File: src/rtl/aud_session_ctrl.sv
// Session controller for the WM8731 record/playback path.
// Synchronises keys and block status, sequences INIT/IDLE/REC/PLAY/PAUSE
// per SRAM slot, keeps the per-slot stop offsets and muxes the SRAM bus.
//
// state | meaning
// ------+------------------------------------------------------------
// INIT  | codec I2C initialisation running, waiting for i2c_done level
// IDLE  | waiting for a record or play command
// REC   | recorder writing into act_slot
// PLAY  | DSP reading act_slot up to its stop offset
// PAUSE | DSP held mid-playback on act_slot
module aud_session_ctrl #(
    parameter int  ADDR_W  = 20,
    parameter int  DATA_W  = 16,
    parameter int  N_SLOTS = 4,
    parameter int  TIME_W  = 5,
    localparam int SLOT_W  = $clog2(N_SLOTS),
    localparam int OFF_W   = ADDR_W - SLOT_W
) (
    input  logic                i_clk,
    input  logic                i_rst_n,
    input  logic                i_key_rec,
    input  logic                i_key_play,
    input  logic                i_key_stop,
    input  logic [SLOT_W-1:0]   i_slot_sel,
    input  logic                i_i2c_done,
    input  logic                i_rec_done,
    input  logic                i_play_done,
    input  logic [OFF_W-1:0]    i_rec_off,
    input  logic [DATA_W-1:0]   i_rec_data,
    input  logic [OFF_W-1:0]    i_play_off,
    output logic                o_i2c_en,
    output logic                o_rec_en,
    output logic                o_play_en,
    output logic                o_play_pause,
    output logic [OFF_W-1:0]    o_play_stop_off,
    output logic [ADDR_W-1:0]   o_sram_addr,
    output logic [DATA_W-1:0]   o_sram_dq,
    output logic                o_sram_dq_oe,
    output logic                o_sram_we_n,
    output logic [2:0]          o_state,
    output logic [N_SLOTS-1:0]  o_slot_valid,
    output logic [TIME_W-1:0]   o_time
);

    typedef enum logic [2:0] {
        ST_INIT  = 3'd0,
        ST_IDLE  = 3'd1,
        ST_REC   = 3'd2,
        ST_PLAY  = 3'd3,
        ST_PAUSE = 3'd4
    } state_t;

    // Bit positions inside the edge-detected group.
    localparam int IX_REC   = 0;
    localparam int IX_PLAY  = 1;
    localparam int IX_STOP  = 2;
    localparam int IX_RDONE = 3;
    localparam int IX_PDONE = 4;

    logic [5:0] async_in;
    logic [5:0] sync1_q;
    logic [5:0] sync2_q;
    logic [4:0] sync3_q;
    logic [4:0] pulse;
    logic       i2c_lvl;

    state_t                 state_q, state_d;
    logic [SLOT_W-1:0]      act_slot_q, act_slot_d;
    logic [N_SLOTS-1:0]     valid_q, valid_d;
    logic [OFF_W-1:0]       stop_tbl_q [N_SLOTS];
    logic                   tbl_we;
    logic                   rec_full;

    logic                   i2c_en_q;
    logic                   rec_en_q;
    logic                   play_en_q;
    logic                   pause_q;

    logic [ADDR_W-1:0]      sram_addr;
    logic [DATA_W-1:0]      sram_dq;
    logic                   sram_oe;
    logic                   sram_we_n;
    logic [TIME_W-1:0]      time_v;

    // i2c_done sits on bit 5 and is only used as a level, so it skips the third stage.
    assign async_in = {i_i2c_done, i_play_done, i_rec_done, i_key_stop, i_key_play, i_key_rec};

    // Two-flop synchroniser for all async inputs plus one delay stage for edge detect.
    always_ff @(posedge i_clk or negedge i_rst_n) begin
        if (!i_rst_n) begin
            sync1_q <= '0;
            sync2_q <= '0;
            sync3_q <= '0;
        end else begin
            sync1_q <= async_in;
            sync2_q <= sync1_q;
            sync3_q <= sync2_q[4:0];
        end
    end

    assign pulse    = sync2_q[4:0] & ~sync3_q;
    assign i2c_lvl  = sync2_q[5];
    assign rec_full = &i_rec_off;

    // Next-state logic; stop outranks everything, so in IDLE a coincident stop swallows rec/play.
    always_comb begin
        state_d    = state_q;
        act_slot_d = act_slot_q;
        valid_d    = valid_q;
        tbl_we     = 1'b0;
        case (state_q)
            ST_INIT: begin
                if (i2c_lvl) state_d = ST_IDLE;
            end
            ST_IDLE: begin
                if (!pulse[IX_STOP]) begin
                    if (pulse[IX_REC]) begin
                        state_d             = ST_REC;
                        act_slot_d          = i_slot_sel;
                        valid_d[i_slot_sel] = 1'b0;
                    end else if (pulse[IX_PLAY] && valid_q[i_slot_sel]) begin
                        state_d    = ST_PLAY;
                        act_slot_d = i_slot_sel;
                    end
                end
            end
            ST_REC: begin
                if (pulse[IX_STOP] || pulse[IX_RDONE] || rec_full) begin
                    state_d             = ST_IDLE;
                    tbl_we              = 1'b1;
                    valid_d[act_slot_q] = 1'b1;
                end
            end
            ST_PLAY: begin
                if (pulse[IX_STOP] || pulse[IX_PDONE]) state_d = ST_IDLE;
                else if (pulse[IX_PLAY])               state_d = ST_PAUSE;
            end
            ST_PAUSE: begin
                if (pulse[IX_STOP])      state_d = ST_IDLE;
                else if (pulse[IX_PLAY]) state_d = ST_PLAY;
            end
            default: state_d = ST_IDLE;
        endcase
    end

    // FSM state, active slot, slot-valid bits and stop-offset table.
    always_ff @(posedge i_clk or negedge i_rst_n) begin
        if (!i_rst_n) begin
            state_q    <= ST_INIT;
            act_slot_q <= '0;
            valid_q    <= '0;
            for (int k = 0; k < N_SLOTS; k++) stop_tbl_q[k] <= '0;
        end else begin
            state_q    <= state_d;
            act_slot_q <= act_slot_d;
            valid_q    <= valid_d;
            if (tbl_we) stop_tbl_q[act_slot_q] <= i_rec_off;
        end
    end

    // Block enables are registered copies of the state, one cycle behind it.
    always_ff @(posedge i_clk or negedge i_rst_n) begin
        if (!i_rst_n) begin
            i2c_en_q  <= 1'b1;
            rec_en_q  <= 1'b0;
            play_en_q <= 1'b0;
            pause_q   <= 1'b0;
        end else begin
            i2c_en_q  <= (state_q == ST_INIT);
            rec_en_q  <= (state_q == ST_REC);
            play_en_q <= (state_q == ST_PLAY) || (state_q == ST_PAUSE);
            pause_q   <= (state_q == ST_PAUSE);
        end
    end

    // SRAM bus and time display follow the current state and the live offsets.
    always_comb begin
        sram_addr = '0;
        sram_dq   = '0;
        sram_oe   = 1'b0;
        sram_we_n = 1'b1;
        time_v    = '0;
        case (state_q)
            ST_REC: begin
                sram_addr = {act_slot_q, i_rec_off};
                sram_dq   = i_rec_data;
                sram_oe   = 1'b1;
                sram_we_n = 1'b0;
                time_v    = i_rec_off[OFF_W-1 -: TIME_W];
            end
            ST_PLAY, ST_PAUSE: begin
                sram_addr = {act_slot_q, i_play_off};
                time_v    = i_play_off[OFF_W-1 -: TIME_W];
            end
            default: ;
        endcase
    end

    assign o_i2c_en        = i2c_en_q;
    assign o_rec_en        = rec_en_q;
    assign o_play_en       = play_en_q;
    assign o_play_pause    = pause_q;
    assign o_play_stop_off = stop_tbl_q[act_slot_q];
    assign o_sram_addr     = sram_addr;
    assign o_sram_dq       = sram_dq;
    assign o_sram_dq_oe    = sram_oe;
    assign o_sram_we_n     = sram_we_n;
    assign o_state         = state_q;
    assign o_slot_valid    = valid_q;
    assign o_time          = time_v;

endmodule

File: config.mk
export PLATFORM = sky130hd
export DESIGN_NAME = aud_session_ctrl
export DESIGN_NICKNAME = d
export VERILOG_FILES = /design/src/rtl/aud_session_ctrl.sv
export SDC_FILE = /design/constraint.sdc
export NUM_CORES = 1
export LEC_CHECK = 0
export ABC_AREA = 0
export CORE_MARGIN = 3
export CORE_UTILIZATION = 41
export CTS_CLUSTER_SIZE = 25
export DETAILED_ROUTE_END_ITERATION = 8
export HOLD_SLACK_MARGIN = 0.02
export PLACE_DENSITY_LB_ADDON = 0.2
export SYNTH_ARGS = -nofsm -noshare
export SYNTH_HDL_FRONTEND = slang
export SYNTH_SLANG_ARGS = --single-unit
File: constraint.sdc
create_clock -name i_clk -period 4 [get_ports i_clk]
set_input_delay 0.8 -clock i_clk [delete_from_list [all_inputs] [get_ports i_clk]]
set_output_delay 0.8 -clock i_clk [all_outputs]
set_load 0.02 [all_outputs]
Word level (Yosys, flattened, before mapping) --
Index checks and enable logic that the tools add are counted.
Word-level totals: bits in registers 102, input port bits 62, output and inout port bits 72, logic and storage cells 89
Cells by class: order comparisons 6, eq/ne operators 11, muxes and demuxes 35, bitwise operators 7, reductions and logical operators 16
Operators with widths (number):
- bitwise mux 72 bit | 1
- two-way mux 18 bit | 3
- case mux 20 bit (2 select lines) | 1
- binary-select mux 18 bit (select 2 bit) | 1
- demux 18 bit (select 2 bit) | 1
- two-way mux 3 bit | 9
- AND reduction 18 bit | 1
- two-way mux 16 bit | 1
- case mux 3 bit (5 select lines) | 1
- two-way mux 4 bit | 3
- case mux 5 bit (2 select lines) | 1
- != test 3 bit, second input constant | 3
- != test 2 bit, second input constant | 4
- case mux 4 bit (2 select lines) | 1
- two-way mux 1 bit | 7
- equality test 3 x 2 -> 1 bit, second input constant | 2
- < comparator 2 x 3 -> 1 bit, second input constant | 2
- AND reduction 6 bit | 1
- AND 5 bit | 1
- inverter 5 bit | 1
- AND 4 bit | 1
- demux 1 bit (select 2 bit) | 2
- >= comparator 2 x 1 -> 1 bit, second input constant | 2
- logical AND 1 bit | 4
- 16 further kinds | 21

Longest topological paths before layout --
Gate-level depths: netlist (run 1).
depth in word-level cells 9, gate-level depth with buffers 9, gate-level depth less buffers 5

Least setup slack after synthesis (run 1) --
No wires, ideal clock.
path type register to output, start register state_q[2] (netlist: o_state[2]), end output port o_time[0], arrival 1.969 ns, data required time 3.200 ns, slack 1.231 ns, cell stages (with the launch flop) 7, buffers on the path 3, cell sequence dfrtp_1 -> buf_4 -> or3b_2 -> nand2_1 -> clkbuf_1 -> a22o_1 -> buf_4
On the way: longest elaborated chain between the ends 3
Ends and longest elaborated chain:
- start: declaration | RTL line 68 | state_t state_q, state_d;
- start signal: assignment | RTL line 155 | state_q <= state_d;
- equality test 3 x 2 -> 1 bit or equality test 3 bit (tied branches) | RTL line 184 | case (state_q)
- OR reduction 2 bit | RTL line 184
- case mux 5 bit (2 select lines) * | RTL line 184
- end: declaration | RTL line 43 | output logic [TIME_W-1:0] o_time
Every way passes the cells marked *; elsewhere a longest branch is shown, timed or not.

Worst setup path in the final report (run 1) --
start register state_q[2] (netlist: o_state[2]), end output port o_sram_addr[6]
On the way: longest elaborated chain between the ends 3
Ends and longest elaborated chain:
- equality test 3 x 2 -> 1 bit or equality test 3 bit (tied branches) | RTL line 184
- OR reduction 2 bit | RTL line 184
- case mux 20 bit (2 select lines) * | RTL line 184
- end: declaration | RTL line 37 | output logic [ADDR_W-1:0] o_sram_addr,
Marked as above.

==> results of run 1 <==
-- path summary, 6_finish.rpt --
check	endpoint	startpoint	cells after the start	slack (ns)
max	o_sram_addr[6]	o_state[2]	5	0.36
min in group i_clk	sync2_q[3]	sync1_q[3]	0	0.35
min reg2reg	sync2_q[3]	sync1_q[3]	0	0.35
max in group asynchronous	stop_tbl_q[27]	i_rst_n	2	3.05
min	stop_tbl_q[0]	i_rst_n	1	0.24
max reg2reg	stop_tbl_q[26]	o_state[0]	6	1.66
-- stage by stage --
step,power (mW),util [%],std cells
floorplan,2.999,-,320
global placement,3.825,55.85,577
detailed placement,3.869,55.85,577
CTS,4.754,58.56,593
global route,4.950,58.56,593
finish,4.691,58.56,593
-- per-layer routing --
layer  vias up  share of wire [%]  GRT usage (%)  routed length (µm)
met4         0                1.5          6.010                 172
met5         -                  0              0                   0
met3        14                5.4          3.422                 601
met1      1619                 44          24.54                4887
met2       102                 49          29.62                5477
li1       1448                  -              -                   -
-- state kept, by name, summed over array words and instances, names as in the netlist --
name,count
act_slot_q,2
o_state,3
sync2_q,6
stop_tbl_q,72
o_play_pause,1
sync1_q,6
o_play_en,1
sync3_q,5
o_i2c_en,1
o_rec_en,1
o_slot_valid,4
-- cell families (layout without fill, tap and decap cells) --
kind of cell    after synthesis  count (layout)  synth area share, %
simple gates                 49              49                7.035
flops                       102             102                54.18
buf+inv                      36             169                4.486
mux                          97              97                28.09
compound gates               36              36                6.212
-- where the power goes --
group | total (mW) | internal [mW] | switching [mW]
registers | 1.63 | 1.40 | 0.232
logic | 2.19 | 1.21 | 0.981
clock network | 0.863 | 0.444 | 0.419
-- cell type report --
type                            count  area [µm²]
Clock buffer                        9       225.2
Clock inverter                      7       73.82
Fill cell                         936        4571
Inverter                            6       25.02
Multi-Input combinational cell    182        1961
Sequential cell                   102        2554
Tap cell                          140       175.2
Timing Repair Buffer              147        1446
-- layout by cell type, fill, tap and decap left out, types with 2 or more instances in the layout --
master and count:
sky130_fd_sc_hd__inv_6 3, sky130_fd_sc_hd__nor3_1 3, sky130_fd_sc_hd__a32oi_1 2, sky130_fd_sc_hd__mux2i_1 4
sky130_fd_sc_hd__inv_8 2, sky130_fd_sc_hd__nor2_1 4, sky130_fd_sc_hd__mux2_4 9, sky130_fd_sc_hd__dfrtp_1 101
sky130_fd_sc_hd__inv_1 5, sky130_fd_sc_hd__mux2_2 63, sky130_fd_sc_hd__buf_4 14, sky130_fd_sc_hd__a22o_1 19
sky130_fd_sc_hd__clkbuf_16 9, sky130_fd_sc_hd__a21o_1 2, sky130_fd_sc_hd__o21a_1 2, sky130_fd_sc_hd__mux2_1 3
sky130_fd_sc_hd__clkdlybuf4s50_1 132, sky130_fd_sc_hd__nor4b_2 2, sky130_fd_sc_hd__mux4_2 18, sky130_fd_sc_hd__o21ai_0 4
sky130_fd_sc_hd__nor2b_1 2, sky130_fd_sc_hd__nand2_1 3, sky130_fd_sc_hd__and3_1 16, sky130_fd_sc_hd__nand2b_1 5
sky130_fd_sc_hd__nand4_1 4, sky130_fd_sc_hd__nor3b_1 2, sky130_fd_sc_hd__nand3b_1 2
-- worst max-delay path, stage by stage, from the launching register on --
cell and delay (ns):
sky130_fd_sc_hd__dfrtp_1 0.59, sky130_fd_sc_hd__or3b_2 0.51, sky130_fd_sc_hd__nand2_1 0.38, sky130_fd_sc_hd__buf_4 0.26, sky130_fd_sc_hd__a22o_1 0.14, sky130_fd_sc_hd__clkdlybuf4s50_1 0.61
==> impl_metrics.env, run 1 <==
export IMPL_critPathLaunchType="flip-flop"
export IMPL_global_route_usage_total_pct=18.14
export IMPL_core_rowCount=38
export IMPL_core_area_um2=11030
export IMPL_setup_worst_path_end_class="output port"
export IMPL_setup_viol_count_final=0
export IMPL_async_flop_share_pct=100.0
export IMPL_grt_max_degree=101
export IMPL_layout_setup_ws_ns=0.3612
export IMPL_synth_cell_type_count=43
export IMPL_post_cts_setup_buffers=0
export IMPL_post_synth_top_count_cell="sky130_fd_sc_hd__dfrtp_1"
export IMPL_first_global_vias=3414
export IMPL_clockRootBuffer="sky130_fd_sc_hd__clkbuf_16"
export IMPL_num_io_pins=134
export IMPL_holdCritPathClass="primary input to asynchronous set/reset pin"
export IMPL_finalHoldViolations=0
export IMPL_post_route_cells_drive_above_1_share_pct=28.70
export IMPL_gp_congestion=0.7579
export IMPL_rsz0062_at_grt="no"
export IMPL_synth_commonest_cells="sky130_fd_sc_hd__dfrtp_1, sky130_fd_sc_hd__mux2_2, sky130_fd_sc_hd__a22o_1"
export IMPL_route_detailed_vias_per_inst=5.368
export IMPL_maxSlewViolCount=0
export IMPL_route_detailed_wl_per_inst_um=18.78
export IMPL_count_of_cells_resized_by_post_cts_repair=0
export IMPL_synth_largest_area_cell="sky130_fd_sc_hd__dfrtp_1"
export IMPL_die_area_um2=12820
export IMPL_syn_inst=320
export IMPL_post_route_cell_area_um2=6460
export IMPL_cp_data_required_time_ns=3.20
export IMPL_synth_area_leaders="sky130_fd_sc_hd__dfrtp_1, sky130_fd_sc_hd__mux2_2, sky130_fd_sc_hd__mux4_2, sky130_fd_sc_hd__a22o_1, sky130_fd_sc_hd__mux2_4"
export IMPL_cts_tree="done"
export IMPL_synth_fp_nets=382
export IMPL_place_ws_ns=0.7022
export IMPL_finish_net_count=510
export IMPL_worst_path_max_fanout=11
export IMPL_post_route_drc_count=0
export IMPL_hpwl_mm=7.841
export IMPL_status="finished clean"
export IMPL_antenna_found_initial=0
export IMPL_timing_final_crit_period_ns=3.639
export IMPL_clock_skew_ns=0.01055
export IMPL_buffer_ports_inserted=133
export IMPL_relative_area_change_from_synthesis_to_final_layout_pct=37.06
export IMPL_cts_buffers_inserted=9
export IMPL_timing_hold_ws_ns=0.2390
export IMPL_die_w_um=113.2
export IMPL_tns_ns=0
export IMPL_synth_flop_cell="sky130_fd_sc_hd__dfrtp_1"
export IMPL_power_per_cell_area_nw_per_um2=726.1
export IMPL_max_freq_ghz=0.2748
export IMPL_flip_flop_and_latch_count_after_synthesis=102
export IMPL_first_pass_iters=4
export IMPL_yosysWarnings=0
export IMPL_yosysSeqAreaShare_pct=54.18
export IMPL_placement_cell_area_um2=6161
export IMPL_synth_top_cell_area_share_pct=53.62
export IMPL_critical_path_arrival_ns=2.84
export IMPL_timing_final_crit_share_pct=90.97
export IMPL_leakage_nw=2.879
export IMPL_antenna_violating_nets_post_route=0
export IMPL_num_vias=3183
export IMPL_worst_slew_pin_slew_ns=0.6877
export IMPL_synthesis_area_um2=4713
export IMPL_sinks_on_the_clock_net=102
export IMPL_cts_root_to_sink_buffers=2
export IMPL_post_synth_cell_area_avg_um2=14.73
export IMPL_clk_insertion_delay_late_ns=0.35
export IMPL_critical_path_class="flip-flop to output port"
export IMPL_holdBufCountCts=0
export IMPL_synth_edf_count=0
export IMPL_max_cap_violations=0
export IMPL_num_antenna_cells=0
export IMPL_initial_standard_cell_utilization_of_the_core_pct=42.73
export IMPL_drtIter0Drc=150
export IMPL_worst_supply_voltage_drop_on_vdd_mv=0.3769
export IMPL_cts_htree_levels=3
export IMPL_first_pass_grt_wire_length_mm=18.19
export IMPL_clk_pin_slew_worst_paths_ns=0.08
export IMPL_grt_ovfl_total=0
export IMPL_routed_wirelength_mm=11.14
export IMPL_die_height_um=113.2
export IMPL_max_transition_margin_pct=54.15
No activity file was read; power rests on OpenSTA's default activity.
==> run 2: changes to the inputs <==
--- a/config.mk
+++ b/config.mk
@@ -6,8 +6,7 @@
 export NUM_CORES = 1
 export LEC_CHECK = 0
 export ABC_AREA = 0
-export CORE_MARGIN = 3
-export CORE_UTILIZATION = 41
+export CORE_UTILIZATION = 35
 export CTS_CLUSTER_SIZE = 25
 export DETAILED_ROUTE_END_ITERATION = 8
 export HOLD_SLACK_MARGIN = 0.02
==> impl_metrics.env, run 2 (synthesized netlist as in run 1, its figures left out) <==
export IMPL_post_route_drc_count=0
export IMPL_largest_register_ff_count=72
export IMPL_timing_hold_worst_path_depth=0
export IMPL_max_freq_ghz=0.2816
export IMPL_worst_path_max_fanout=17
export IMPL_total_power_mw=4.658
export IMPL_critPathLaunchType="flip-flop"
export IMPL_finish_net_count=510
export IMPL_clockRootBuffer="sky130_fd_sc_hd__clkbuf_16"
export IMPL_registers_with_the_most_flip_flops="stop_tbl_q: 72 flops, sync1_q: 6 flops, sync2_q: 6 flops"
export IMPL_routed_wirelength_mm=11.32
export IMPL_clkPwrFrac_pct=17.7
export IMPL_leakage_nw=2.867
export IMPL_core_area_um2=13190
export IMPL_layout_commonest_cell="sky130_fd_sc_hd__clkdlybuf4s50_1"
export IMPL_internal_power_mw=3.085
export IMPL_cts_buffers_inserted=9
export IMPL_multi_input_area_um2=1961
export IMPL_power_per_cell_area_nw_per_um2=719.3
export IMPL_placed_cells_incl_taps=613
export IMPL_timing_final_crit_period_ns=3.551
export IMPL_finalHoldViolations=0
export IMPL_hold_path_endpoint="sync2_q[3]"
export IMPL_core_rowCount=42
export IMPL_hpwl_mm=7.728
export IMPL_max_transition_margin_pct=25.83
export IMPL_post_cts_setup_buffers=0
export IMPL_num_antenna_cells=0
export IMPL_clock_skew_ns=0.005953
export IMPL_holdCritPathClass="flip-flop to flip-flop"
export IMPL_maxSlewViolCount=0
export IMPL_cp_data_required_time_ns=3.20
export IMPL_holdBufCountCts=0
export IMPL_final_util_pct=49.10
export IMPL_die_area_um2=13930
export IMPL_drtIter0Drc=133
export IMPL_cts_htree_levels=3
export IMPL_timing_hold_ws_ns=0.3525
export IMPL_layout_cells_most_common_list="sky130_fd_sc_hd__clkdlybuf4s50_1, sky130_fd_sc_hd__dfrtp_1, sky130_fd_sc_hd__mux2_2"
export IMPL_first_global_vias=3244
export IMPL_pwr_share_comb_pct=46.4
export IMPL_die_height_um=118.0
export IMPL_first_pass_iters=4
export IMPL_grt_ovfl_total=0
export IMPL_critical_path_class="flip-flop to output port"
export IMPL_clk_pin_slew_worst_paths_ns=0.07
export IMPL_die_w_um=118.0
export IMPL_area_sequential_um2=2554
export IMPL_setup_worst_path_end_class="output port"
export IMPL_finish_cell_count_without_fillers=629
export IMPL_count_of_cells_resized_by_post_cts_repair=0
export IMPL_grt_max_degree=76
export IMPL_sinks_on_the_clock_net=102
export IMPL_clk_insertion_delay_late_ns=0.34
export IMPL_cts_root_to_sink_buffers=2
export IMPL_critical_path_arrival_ns=2.75
export IMPL_num_vias=3201
export IMPL_worst_slew_pin_slew_ns=1.113
export IMPL_setup_viol_count_final=0
export IMPL_antenna_violating_nets_post_route=0
export IMPL_max_cap_violations=0
export IMPL_buffer_ports_inserted=133
export IMPL_first_pass_grt_wire_length_mm=18.13
export IMPL_antenna_found_initial=0
export IMPL_global_route_usage_total_pct=16.96
export IMPL_fill_cells=1162
export IMPL_worstReg2RegEnd="stop_tbl_q[47]"
export IMPL_timing_final_crit_share_pct=88.78
export IMPL_route_detailed_wl_per_inst_um=17.99
export IMPL_power_sequential_fraction_pct=35.9
export IMPL_num_io_pins=134
export IMPL_tns_ns=0
export IMPL_worst_hold_startpoint="sync1_q[3]"
export IMPL_cts_tree="done"
export IMPL_gp_congestion=0.7419
export IMPL_post_route_cells_drive_above_1_share_pct=28.04
export IMPL_power_switching_share_pct=33.77
export IMPL_relative_area_change_from_synthesis_to_final_layout_pct=37.40
export IMPL_status="finished clean"
export IMPL_largest_register="stop_tbl_q"
export IMPL_route_detailed_vias_per_inst=5.089
export IMPL_switching_power_mw=1.573
export IMPL_worst_supply_voltage_drop_on_vdd_mv=0.2894
export IMPL_worst_r2r_setup_slack_ns=1.61
export IMPL_initial_standard_cell_utilization_of_the_core_pct=35.73
export IMPL_r2r_start="o_state[0]"
export IMPL_timing_reg2reg_worst_path_depth=6
export IMPL_rsz0062_at_grt="no"
## run 2: changes by cell type in the layout (fill, tap and decap cells not counted), sizes merged
cell	before	now
inv	11	6
clkinv	2	1
clkbuf	9	15
## run 2: metrics by stage
step	cell area [µm²]	setup WS (ns)
after floorplan	4713	1.231
after global placement	6193	0.8091
after detailed placement	6193	0.7297
after CTS	6476	0.4416
after global routing	6476	0.3349
final	6476	0.4488
## run 2: worst max path at each step
stage	from	to	cells past startpoint
CTS	o_state[2]	o_sram_addr[13]	5
global placement	i_rec_off[14]	stop_tbl_q[37]	7
finish	o_state[2]	o_sram_addr[13]	5
floorplan	o_state[2]	o_time[0]	6
global route	o_state[2]	o_sram_addr[15]	5
detailed placement	i_rec_off[14]	stop_tbl_q[47]	7
## run 2: layer usage
layer / vias up / wire, µm / global-route usage [%]
met5: - / 0 / 0
met4: 0 / 132 / 4.247
met3: 10 / 639 / 4.603
met2: 100 / 5351 / 26.73
met1: 1652 / 5192 / 23.11
li1: 1439 / - / -
## run 2: critical path, cell delays in order, from the launching register on
cell and delay, ns:
sky130_fd_sc_hd__dfrtp_1 0.60, sky130_fd_sc_hd__or3b_2 0.51, sky130_fd_sc_hd__nand2_1 0.19, sky130_fd_sc_hd__buf_4 0.30, sky130_fd_sc_hd__a22o_1 0.20, sky130_fd_sc_hd__clkdlybuf4s50_1 0.61
## run 2: cell type report
cell class / count / share of cell area [%]
flip-flops and latches: 102 / 39.43
clock buffers: 15 / 4.289
inverters: 6 / 0.3864
repair buffers: 147 / 22.14
clock inverters: 1 / 0.07728
well taps: 176 / 3.400
multi-input cells: 182 / 30.27
## run 2: power groups by stage
stage                     combinational, mW  sequential [mW]  clock, mW
after floorplan                        1.40             1.60          0
after global placement                 2.16             1.67          0
after detailed placement               2.19             1.69          0
after CTS                              2.20             1.67      0.851
after global routing                   2.30             1.72      0.893
final                                  2.16             1.67      0.824
